[config.mk]
export PLATFORM = sky130hd
export DESIGN_NAME = theta_sequencer
export DESIGN_NICKNAME = d
export VERILOG_FILES = /design/src/rtl/theta_sequencer_pkg.sv /design/src/rtl/theta_column_mix.sv /design/src/rtl/theta_sequencer.sv
export SDC_FILE = /design/constraint.sdc
export NUM_CORES = 1
export LEC_CHECK = 0
export ABC_AREA = 1
export CORE_ASPECT_RATIO = 0.75
export CORE_MARGIN = 3
export CORE_UTILIZATION = 44
export DETAILED_ROUTE_END_ITERATION = 8
export PLACE_DENSITY = 0.82
export SLEW_MARGIN = 20
export SYNTH_ARGS = -nofsm -noshare
export SYNTH_HDL_FRONTEND = slang
export SYNTH_SLANG_ARGS = --single-unit
[constraint.sdc]
create_clock -name clk -period 1.9 [get_ports clk]
set_input_delay 0.57 -clock clk [delete_from_list [all_inputs] [get_ports clk]]
set_output_delay 0.57 -clock clk [all_outputs]
set_load 0.05 [all_outputs]
[src/rtl/theta_sequencer_pkg.sv]
// theta_sequencer_pkg: shared FSM states, grid geometry and cell-to-memory-bit mapping
package theta_sequencer_pkg;
  typedef enum logic [2:0] {IDLE, LOAD, PARITY, DPREP, UPDATE, FINISH} state_t;
  localparam int GRID = 5;
  localparam int CELLS = 25;
  function automatic int mem_bit(input int i);
    return CELLS - 1 - i;
  endfunction
endpackage

[src/rtl/theta_column_mix.sv]
// theta_column_mix: column parity accumulator C and neighbour mix D; ports: clk, rst (sync active-low), clr/en/calc controls, bit_in, column x, mix d
module theta_column_mix
  import theta_sequencer_pkg::*;
(
  input  logic            clk,
  input  logic            rst,
  input  logic            clr,
  input  logic            en,
  input  logic            calc,
  input  logic            bit_in,
  input  logic [2:0]      x,
  output logic [GRID-1:0] d
);
  logic [GRID-1:0] c;
  always_ff @(posedge clk) begin
    if (!rst) begin
      c <= '0;
      d <= '0;
    end else begin
      if (clr) c <= '0;
      else if (en) c[x] <= c[x] ^ bit_in;
      // d[k] = c[k-1] ^ c[k+1] (mod GRID) expressed as two one-place rotations
      if (calc) d <= {c[GRID-2:0], c[GRID-1]} ^ {c[0], c[GRID-1:1]};
    end
  end
endmodule

[src/rtl/theta_sequencer.sv]
// theta_sequencer: loads a 5x5 grid into memory, accumulates column parity, then xors each cell with its neighbour-column mix; ports: clk, rst (sync active-low), start, line_in, mem_out, mem, mem_init, mem_line, mem_index, mem_read, mem_write, mem_val, busy, done, result
module theta_sequencer
  import theta_sequencer_pkg::*;
#(
  parameter int SIZE    = 5,
  parameter int MEMSIZE = 25
) (
  input  logic               clk,
  input  logic               rst,
  input  logic               start,
  input  logic [MEMSIZE-1:0] line_in,
  input  logic               mem_out,
  input  logic [MEMSIZE-1:0] mem,
  output logic               mem_init,
  output logic [MEMSIZE-1:0] mem_line,
  output logic [SIZE-1:0]    mem_index,
  output logic               mem_read,
  output logic               mem_write,
  output logic               mem_val,
  output logic               busy,
  output logic               done,
  output logic [MEMSIZE-1:0] result
);
  state_t state, nxt;
  logic [MEMSIZE-1:0] line_q;
  logic [SIZE-1:0] idx;
  logic [2:0] x, y;
  logic [GRID-1:0] d;
  logic step, x_wrap, last;
  assign step = state == PARITY || state == UPDATE;
  assign x_wrap = x == 3'(GRID - 1);
  assign last = x_wrap && y == 3'(GRID - 1);
  // Counters wrap back to zero after the 25th cell, so each sweep starts clean
  always_ff @(posedge clk) begin
    if (!rst) begin
      state  <= IDLE;
      line_q <= '0;
      idx    <= '0;
      x      <= '0;
      y      <= '0;
      result <= '0;
    end else begin
      state <= nxt;
      if (state == IDLE && start) line_q <= line_in;
      if (step) begin
        idx <= last ? '0 : idx + SIZE'(1);
        x   <= x_wrap ? '0 : x + 3'd1;
        if (x_wrap) y <= y == 3'(GRID - 1) ? '0 : y + 3'd1;
      end
      if (state == FINISH)
        for (int i = 0; i < MEMSIZE; i++) result[i] <= mem[mem_bit(i)];
    end
  end
  always_comb begin
    nxt = state;
    case (state)
      IDLE:    nxt = start ? LOAD : IDLE;
      LOAD:    nxt = PARITY;
      PARITY:  nxt = last ? DPREP : PARITY;
      DPREP:   nxt = UPDATE;
      UPDATE:  nxt = last ? FINISH : UPDATE;
      FINISH:  nxt = IDLE;
      default: nxt = IDLE;
    endcase
  end
  always_comb begin
    mem_line = '0;
    for (int i = 0; i < MEMSIZE; i++) mem_line[mem_bit(i)] = line_q[i];
  end
  assign mem_init  = state == LOAD;
  assign mem_read  = step;
  assign mem_write = state == UPDATE;
  assign mem_index = step ? idx : '0;
  assign mem_val   = state == UPDATE && (mem_out ^ d[x]);
  assign busy      = state != IDLE && state != FINISH;
  assign done      = state == FINISH;
  theta_column_mix u_mix (
    .clk   (clk),
    .rst   (rst),
    .clr   (state == LOAD),
    .en    (state == PARITY),
    .calc  (state == DPREP),
    .bit_in(mem_out),
    .x     (x),
    .d     (d)
  );
endmodule

* Word-level counts from Yosys, hierarchy flattened *
Index checks and enable logic that the tools add are counted.
Widths: inputs -> output; s select.

storage, ports and cells
  register bits after elaboration = 74
  word-level logic and storage cells = 50
  output and inout port bits = 61

cells by class
  add/subtract/negate cells = 3
  equal/unequal tests = 8
  magnitude comparators = 2
  bitwise logic cells = 4
  reductions and logical operators = 10
  multiplexer cells = 15

operators with widths
  cell                 count
  $pmux 3 s5           1
  $eq 3x3->1 const B   4
  $mux 5               2
  $add 3x1->3 const B  2
  $bmux 1 s3           2
  $eq 3x2->1 const B   2
  $mux 1               6
  $mux 3               2
  $add 5x1->5 const B  1
  $bwmux 5             1
  $logic_and 1x1->1    5
  $xor 5x5->5          1
  $lt 3x4->1 const B   1
  $demux 1 s3          1
  $eq 3x1->1 const B   1
  $ge 3x1->1 const B   1
  $logic_not 3->1      1
  $ne 3x3->1 const B   1
  $reduce_bool 3->1    1
  $reduce_and 2->1     1
  $reduce_or 2->1      1
  $xor 1x1->1          2
  $logic_or 1x1->1     1
  $not 1->1            1

* Depth between registers and ports, before layout *
  word-level depth = 5
  gate-level depth with buffers = 10

* By module *
Synthesis repeated with hierarchy kept, for this count alone.

unflattened totals
  cell total of the unflattened synthesis = 426
  area total of the unflattened synthesis = 3164.3 um2

by module, submodules not included
  module            area an instance (um2)  cells an instance  seq. area each (um2)  times used
  theta_sequencer   2578.7                  338                1281.2                1
  theta_column_mix  585.6                   88                 200.2                 1

* Worst setup path after synthesis *
OpenSTA, ideal clock, no wires.

  path kind = reg2out
  start point = register state[1]
  end point = output busy
  cell stages (with the launch flop) = 6
  required time = 1.330 ns
  arrival = 1.716 ns
  buffers on the path = 1
  slack = -0.386 ns
  path through = dfxtp_1 inv_2 nand2_1 nor2_4 buf_2 a21oi_1

between the ends
  word-level cells in the longest chain between the ends = 2

RTL lines
  what                                             RTL line               source
  start, declared                                  theta_sequencer.sv:24  state_t state, nxt;
  start signal, assigned                           theta_sequencer.sv:43  state <= nxt;
  $ne 3x3->1 or $reduce_bool 3->1 (tied branches)  theta_sequencer.sv:75  assign busy = state != IDLE && state != FINISH;
  $logic_and 1x1->1 (*)                            theta_sequencer.sv:75
  end, declared                                    theta_sequencer.sv:20  output logic busy,

Mark *: on every way between the ends. The rest lies on a longest branch, timed or not.

* Final worst setup path *
  start point = register x[0]
  end point = output mem_val

between the ends
  word-level cells in the longest chain between the ends = 4

RTL lines
  what                          RTL line               source
  start, declared               theta_sequencer.sv:27  logic [2:0] x, y;
  start signal, assigned        theta_sequencer.sv:47  x <= x_wrap ? '0 : x + 3'd1;
  $bmux 1 s3                    theta_sequencer.sv:74  assign mem_val = state == UPDATE && (mem_out ^ d[x]);
  $mux 1 (implied by the code)  theta_sequencer.sv:74
  $xor 1x1->1                   theta_sequencer.sv:74
  $logic_and 1x1->1             theta_sequencer.sv:74
  end, declared                 theta_sequencer.sv:19  output logic mem_val,

Every way passes these cells. The select of a mux whose other input is x is not followed.

==> flow_summary.ini <==
[detailed_routing]
avgRoutedWirePerCell_um = 13.9
dr.pass1.iters = 4
drt-vias-per-instance = 4.89
ant_nets = 0
num_vias = 3034
drt_iter0_drc = 146
drc = 0
routed_wl_mm = 8.65

[floorplanning]
die_w_um = 103
die-area_mm2 = 0.00804
io_pins = 115
start_util = 0.470
core_region_area_mm2 = 0.00654
die_h_um = 78.4
row_count = 25

[global_routing]
grt_max_degree = 61
track_usage = 0.219
grt_first_pass_wirelength_mm = 13.9
grt_pass1_vias = 2917
gr-total-overflow = 0
antenna_found_initial = 0

[synth]
synth-seq-area-share = 0.482
synth_nets = 464
synth-seq-cells = 74
synth_top_family_by_area = simple AND/OR/NAND/NOR gates
synth_area_per_cell_um2 = 7.59
synth_area_leaders = dfxtp_1 48%, nor2_1 9.5%, a21oi_1 6.8%
synth_simple_gate_area_frac = 0.210
yosys_warnings = 0
synthXorXnorAreaFrac = 0.0199
ys_types = 28
synth_compound_area_frac = 0.170
syn_inst = 405
syn-cell-area_mm2 = 0.00308
synthAdderAreaFrac = 0.0203
synth_top_area_cell = dfxtp_1
netlist.area_leader.share = 0.482
synth_mux_area_frac = 0

[job]
maxCapViolations = 0

[critical_path]
path_cells = nor3_4, nand2_1, nand2_1, nor2_1, nand3_1, nand2_2, nor2_4, buf_12
crit_family = simple AND/OR/NAND/NOR gates
reg2regPathDepth = 8
critPathCapture = mem_val
worstPathMaxFanout = 5
cp_num_buf_inv = 1
crit_path_max_incr_delay_ns = 0.38
critPathLaunch = x[0]
reg2reg_from = state[2]
worst-path-stages = 8
slowest_stage = dfxtp_4
reg2reg_slack_ns = 0.35
cp.required_ns = 1.33
crit-reg2reg-capture = result[14]
start_kind = flop
cp-end-kind = output port
path_class = reg -> out
worst_ep_arrival_time_ns = 1.54
crit_top_cell = nand2_1

[clock_network]
cts.clk_slew.worst_paths_ns = 0.08
cts_tree = yes
cts-buffers-inserted = 9
h-tree-depth = 3
clkSinkCount = 74
clkLatencyLatePin_ns = 0.35
cts_root_buf = clkbuf_8
ctsHoldBuffers = 0
clock_path_buffers = 2

[timing]
setup_viol = 6
rsz0062_at_grt = yes
period_needed_ns = 2.11
maxSlewViolCount = 0
slew_headroom = 0.713
timing.final.ws_setup_ns = -0.210
fmax_mhz = 474
worst_slew_pin_slew_ns = 0.430
finClkSkew_ns = 0.00795
finalHoldViolations = 0
min_period_over_period = 1.11
fin_hold_ws_ns = 0.446

[placement]
hpwl_mm = 6.16
routabilityCongestion = 0.891
io_buffers = 114
place_inst = 597
pre_cts_slack_ns = -0.225

[finish]
drive_above_1_share = 0.257
num-fill-cells = 478
syn2layout_area_growth_pct = 55.5
post_layout_nonfiller_instances = 621
fin_util = 0.731
layout_common_cells = 71 x nor2_1, 68 x dfxtp_1, 67 x buf_4, 52 x clkdlybuf4s50_1, 50 x inv_1
num_antenna_cells = 0
layout.nets = 594
layout_commonest_cell = nor2_1

[hold_path]
hold_path.class = reg -> reg

[power_and_ir_drop]
ir_worst_vdd_v = 0.000428
p_total_w = 0.00378
powerDensity_mw_per_mm2 = 791
power.leakage_nw = 2.07

[status]
status = finished, violations left
violations = negative setup slack
-- cells by family after synthesis --
logic type / count (synthesis)
DFF: 74
buffers and inverters: 75
xor gates and xnor gates: 7
and+or+nand+nor: 142
adders and majority gates: 5
AOI/OAI and AO/OA: 102
-- power breakdown --
group	switching, W	internal [W]	total (W)
clock	0.000590	0.000744	0.00133
combinational	0.000466	0.000307	0.000772
sequential	0.0000541	0.00162	0.00167
-- cell type report --
class                           instances  area [um^2]  share of cell area
Inverter                               58          233              0.0487
Timing Repair Buffer                  136         1330               0.277
Clock buffer                           10          128              0.0267
Sequential cell                        74         1500               0.315
Clock inverter                          6         90.1              0.0188
Tap cell                               81          101              0.0212
Multi-Input combinational cell        256         1400               0.293
-- registers in the layout, indices dropped and copies added, names as in the netlist --
register,flops
u_mix.d,5
x,3
state,3
idx,5
y,3
line_q,25
result,25
u_mix.c,5
-- cells in the mapped netlist --
cell and count:
a211oi_1 1, a211oi_2 1, a21oi_1 42, buf_2 9
buf_6 1, clkbuf_1 7, dfxtp_1 74, ha_1 5
inv_1 53, inv_2 5, nand2_1 27, nand2_2 2
nand3_1 15, nand3_2 2, nand3_4 1, nand4_1 8
nor2_1 78, nor2_2 1, nor2_4 1, nor3_1 4
nor3_2 1, nor3_4 1, nor3b_2 1, o21ai_0 41
o21ai_1 16, o21ai_2 1, xnor2_1 4, xor2_1 3
-- worst min path at each step --
stage,slack [ns],cells past startpoint,start,to
floorplan,0.42,2,u_mix.d[3],u_mix.d[3]
global placement,0.43,2,line_q[13],line_q[13]
detailed placement,0.44,2,line_q[21],line_q[21]
CTS,0.45,2,line_q[21],line_q[21]
global route,0.47,2,line_q[19],line_q[19]
finish,0.45,2,line_q[5],line_q[5]
-- metrics by stage --
step	TNS, ns	cell area (um^2)
floorplan	-0.922	3090
finish	-0.278	4780
global route	-0.733	4780
global placement	-0.240	4350
detailed placement	-0.225	4350
CTS	-0.583	4730
-- worst min-delay path, delay by kind of cell, from the launching register on --
family,cells,cell delay [ns]
flip-flops,1,0.31
AO/OA/AOI/OAI,1,0.05
buffers and inverters,1,0.04
-- metal layers --
metal / vias to the layer above / GRT usage / part of all wire
li1: 1569 / - / -
met1: 1367 / 0.273 / 0.44
met2: 82 / 0.369 / 0.48
met3: 16 / 0.0515 / 0.063
met4: 0 / 0.0734 / 0.017
met5: - / 0 / 0
-- what timing repair did --
item / CTS / global route
pin swaps: 4 / 6
buffers inserted: 6 / 3
gates resized for setup: 39 / 12
setup endpoints to repair: 10 / 10
No activity file was read; power rests on OpenSTA's default activity.
==> edit 1, RTL diff (same flow settings) <==
Register the inputs `start`, `line_in`, `mem_out` and `mem` before use, cleared by the reset. The logic sees them one clock later.
--- a/src/rtl/theta_sequencer.sv
+++ b/src/rtl/theta_sequencer.sv
@@ -22,4 +22,24 @@
   output logic [MEMSIZE-1:0] result
 );
+
+  logic start_q;
+  logic [MEMSIZE-1:0] line_r;
+  logic mem_out_q;
+  logic [MEMSIZE-1:0] mem_q;
+
+  always_ff @(posedge clk) begin
+    if (!rst) begin
+      start_q   <= '0;
+      line_r    <= '0;
+      mem_out_q <= '0;
+      mem_q     <= '0;
+    end else begin
+      start_q   <= start;
+      line_r    <= line_in;
+      mem_out_q <= mem_out;
+      mem_q     <= mem;
+    end
+  end
+
   state_t state, nxt;
   logic [MEMSIZE-1:0] line_q;
@@ -42,5 +62,5 @@
     end else begin
       state <= nxt;
-      if (state == IDLE && start) line_q <= line_in;
+      if (state == IDLE && start_q) line_q <= line_r;
       if (step) begin
         idx <= last ? '0 : idx + SIZE'(1);
@@ -49,5 +69,5 @@
       end
       if (state == FINISH)
-        for (int i = 0; i < MEMSIZE; i++) result[i] <= mem[mem_bit(i)];
+        for (int i = 0; i < MEMSIZE; i++) result[i] <= mem_q[mem_bit(i)];
     end
   end
@@ -55,5 +75,5 @@
     nxt = state;
     case (state)
-      IDLE:    nxt = start ? LOAD : IDLE;
+      IDLE:    nxt = start_q ? LOAD : IDLE;
       LOAD:    nxt = PARITY;
       PARITY:  nxt = last ? DPREP : PARITY;
@@ -72,5 +92,5 @@
   assign mem_write = state == UPDATE;
   assign mem_index = step ? idx : '0;
-  assign mem_val   = state == UPDATE && (mem_out ^ d[x]);
+  assign mem_val   = state == UPDATE && (mem_out_q ^ d[x]);
   assign busy      = state != IDLE && state != FINISH;
   assign done      = state == FINISH;
@@ -81,5 +101,5 @@
     .en    (state == PARITY),
     .calc  (state == DPREP),
-    .bit_in(mem_out),
+    .bit_in(mem_out_q),
     .x     (x),
     .d     (d)
Check against the original RTL: not equivalent (a bounded check fails within 4 cycles, from zero or initial values and one cycle with rst low).
==> edit 1 against the unedited design <==
- the run still ends with negative setup slack left
- cell area increased by 40%
- register-to-register slack worse by 0.06 ns
- sequential cell count increased by 52
- combinational power shrank 19%
- critical endpoint unchanged
- hold slack lost 0.00089 ns
- wire length grew 25%
- setup slack got worse by 0.12 ns
- synthesized cell count is 42% higher
- synthesized area up 48%
- total power increased by 74%
- largest power group is now clock
==> edit 1: results (changes against the unedited design) <==
clocking:
  cts_made_buffers: 17  # +8
  clk_pin_slew_ns: 0.06  # -0.02 ns
  htreeDepth: 4  # +1
  clk_latency_ns: 0.40  # +0.05 ns
  clock-root-buffer: "clkbuf_16"
run_status:
  violations: "negative setup slack"
  status: "finished, violations left"
yosys:
  ys_types: 30  # +7.1%
  synth_nets: 635  # +37%
  synth.avg_cell_area_um2: 7.918  # +4.3%
  synth-warning-count: 0  # unchanged
  yosys-top-cells-area: "dfxtp_1, inv_1, nand2_1, nor2_1, o21ai_0"
  synth_top_cells_by_count: "dfxtp_1, inv_1, nand2_1, nor2_1, o21ai_0"
grt:
  grt_max_degree: 63  # +3.3%
  gr-usage-all-layers_pct: 19.16  # -2.8 points
  grt_pass1_wl_mm: 17.48  # +25%
  grt_pass1_vias: 3718  # +27%
critical_path:
  crit_arrival_ns: 1.66  # +0.12 ns
  path_max_fanout: 6  # +1
placed_design:
  io_buffers: 114  # unchanged
  hpwl_mm: 7.385  # +20%
  gp_congestion: 0.9372  # +5.2%
  numPlacedInstances: 808  # +35%
route:
  drt_first_iter_violations: 295  # +100%
  avgRoutedWirePerCell_um: 12.70  # -8.8%
  drt_pre_antenna_iters: 5  # +1
  viasPerCell: 4.592  # -6.0%
  wl_mm: 10.83  # +25%
timing:
  slew_headroom_pct: 52.37  # -19 points
  setup_viol: 8  # +2
  layout_setup_ws_ns: -0.3308  # -0.1204 ns
  clock_skew_ns: 0.006344  # -0.001610 ns
pwr:
  leakage_uw: 0.003259  # +57%
  ir_worst_vdd_mv: 0.6610  # +55%
cells_and_area:
  nNetsFinal: 767  # +29%
  antenna_cells: 0  # unchanged
  drive_above_1_share_pct: 21.91  # -3.8 points
  fillers: 770  # +61%
-- edit 1: changes by cell type after synthesis, moves of 6 or more --
| cell | unedited run | this run |
|---|---|---|
| dfxtp_1 | 74 | 126 |
| clkbuf_1 | 7 | 13 |
| nand2_1 | 27 | 91 |
| inv_1 | 53 | 108 |
| o21ai_0 | 41 | 50 |
| a21oi_1 | 42 | 35 |
| o21ai_1 | 16 | 3 |
-- edit 1: worst paths after layout --
| check | from | end | slack (ns) | cells past startpoint |
|---|---|---|---|---|
| hold reg to reg | line_q[6] | line_q[6] | 0.44 | 2 |
| hold / removal | line_q[6] | line_q[6] | 0.44 | 2 |
| setup / recovery | x[2] | mem_val | -0.33 | 8 |
| setup reg to reg | state[0] | result[2] | 0.29 | 8 |
-- edit 1: critical path, cell delays in order, from the launching register on --
cell     delay (ns)
dfxtp_4        0.38
nor2_2         0.21
nand3_1        0.12
nand3_2        0.10
nor2_2         0.04
nand2_1        0.07
nand2_2        0.06
nor2_4         0.13
buf_12         0.14
-- edit 1: logic make-up after synthesis --
logic type               after synthesis  share of synthesized area, %
AND/OR/NAND/NOR                      208                         19.56
buffers and inverters                137                         11.88
flip-flops                           126                         55.31
AO/OA/AOI/OAI                         98                         11.50
adder cells (fa/ha/maj)                5                         1.372
XOR/XNOR                               2                        0.3842
-- edit 1: timing repair --
item | in CTS | in global routing
resized for setup | 37 | 13
endpoints found under the hold margin | 0 | 0
setup endpoints to repair | 11 | 10
pin swaps | 4 | 11
hold buffers | 0 | 0
cloned | 1 | 0
setup buffers | 9 | 4
-- edit 1: area by class of cell --
type / instances / area, µm² / share of cell area [%]
sequential: 126 / 2545 / 37.94
multi-input combinational: 313 / 1608 / 23.97
timing repair buffer: 137 / 1363 / 20.31
inverter: 113 / 439.2 / 6.547
clock buffer: 18 / 429.2 / 6.398
tap: 132 / 165.2 / 2.462
clock inverter: 14 / 158.9 / 2.369
-- edit 1: per-stage QoR --
stage	total power [µW]	util [%]	area (µm²)	setup WS (ns)	setup TNS, ns
after floorplan	3193	-	4574	-0.08195	-0.4420
after global placement	3428	59.08	5843	0.07535	0
after CTS	6622	67.13	6640	-0.2706	-0.6926
after global routing	6828	67.82	6708	-0.3902	-1.276
final	6580	67.82	6708	-0.3308	-0.7482
after detailed placement	3447	59.08	5843	0.004519	0
-- edit 1: power by group --
group	total, µW	switching, µW	internal, µW
logic	624	367	257
registers	2800	52.1	2750
clock network	3160	1200	1950
-- edit 1: metal layers --
layer,wire length [µm],vias up,track usage [%]
li1,-,2027,-
met5,0,-,0
met1,4659,1758,23.87
met2,5499,114,31.93
met4,174,0,7.005
met3,498,18,4.937
==> edit 2, RTL diff (config.mk and constraints unchanged) <==
Without the edit above. Change the parameter `SIZE` from 5 to 10.
--- a/src/rtl/theta_sequencer.sv
+++ b/src/rtl/theta_sequencer.sv
@@ -3,5 +3,5 @@
   import theta_sequencer_pkg::*;
 #(
-  parameter int SIZE    = 5,
+  parameter int SIZE    = 10,
   parameter int MEMSIZE = 25
 ) (
Ports: changed (resized mem_index); port bits go from 115 to 120. No check against the original RTL was run, so the function may have changed too.
==> edit 2 against the unedited design <==
- the flow still finishes with violations (negative setup slack)
- wire length is 5.9% higher
- synthesized area is 7.1% higher
- final cell count grew 11%
- core utilization barely moved
- non-clock buffer count grew 6
- setup slack worse by 0.11 ns
- cell area rose by 7.5%
- critical path depth grew 1
- fmax fell by 5.0%
- sequential cell count increased by 5
- total power grew 3.6%
- register-to-register slack got worse by 0.14 ns
- highest routed layer unchanged
==> edit 2: results (changes against the unedited design) <==
yosys:
  synth-compound-area-share_pct: 17.39  # +0.35 points
  synth.avg_cell_area_um2: 7.240  # -4.7%
  synthAdderAreaFrac_pct: 1.899  # -0.14 points
  seq_area_frac_synth_pct: 48.01  # -0.16 points
  synth_top_cells_by_count: "nor2_1, dfxtp_1, inv_1, o21ai_0, a21oi_1"
placed_design:
  io_buffers: 119  # +4.4%
  numPlacedInstances: 667  # +12%
cells_and_area:
  drive_above_1_share_pct: 24.96  # -0.78 points
  nNetsFinal: 648  # +9.1%
  top_regs: "line_q x25, result x25, idx x10"
  fin_cells: 691  # +11%
  fillers: 548  # +15%
critical_path:
  path_max_fanout: 4  # -1
  r2r_cells: 10  # +2
  startpoint: "x[2]"
run_status:
  status: "finished, violations left"
  violations: "negative setup slack"
timing:
  layout_setup_ws_ns: -0.3219  # -0.1115 ns
  setup_viol: 12  # +6
  clock_skew_ns: 0.01293  # +0.004980 ns
  fin_hold_ws_ns: 0.4441  # -0.001763 ns
  worst_slew_pin_slew_ns: 0.4096  # -0.02002 ns
grt:
  gr-usage-all-layers_pct: 21.43  # -0.48 points
  grt_max_degree: 52  # -15%
  grt_pass1_vias: 3292  # +13%
clocking:
  cts-resized-gates: 47  # +21%
  cts_setup_buffers: 8  # +2
route:
  avgRoutedWirePerCell_um: 13.26  # -4.8%
pwr:
  ir_worst_vdd_mv: 0.4841  # +13%
min_path:
  hold_start: "line_q[17]"
## edit 2: per-layer routing
| layer | up-vias | track usage (%) | wire length [µm] |
|---|---|---|---|
| li1 | 1713 | - | - |
| met2 | 128 | 36.20 | 4352 |
| met3 | 8 | 10.56 | 938 |
| met4 | 0 | 5.692 | 81 |
| met1 | 1525 | 24.49 | 3787 |
| met5 | - | 0 | 0 |
## edit 2: final cells by class
type / count / share of cell area (%)
multi-input cells: 289 / 29.29
repair buffers: 142 / 27.76
flip-flops and latches: 79 / 31.17
clock inverters: 6 / 1.680
well taps: 98 / 2.386
clock buffers: 9 / 2.411
inverters: 68 / 5.308
## edit 2: worst max-delay path: cells and delay by family (launching register included)
kind,cells,cell delay [ns]
flip-flops,1,0.39
buffers and inverters,2,0.19
AND/OR/NAND/NOR,7,0.72
## edit 2: logic make-up after synthesis
kind of cell | after synthesis
flops | 79
simple gates | 168
buf+inv | 87
compound gates | 112
xor+xnor | 4
fa+ha+maj | 5
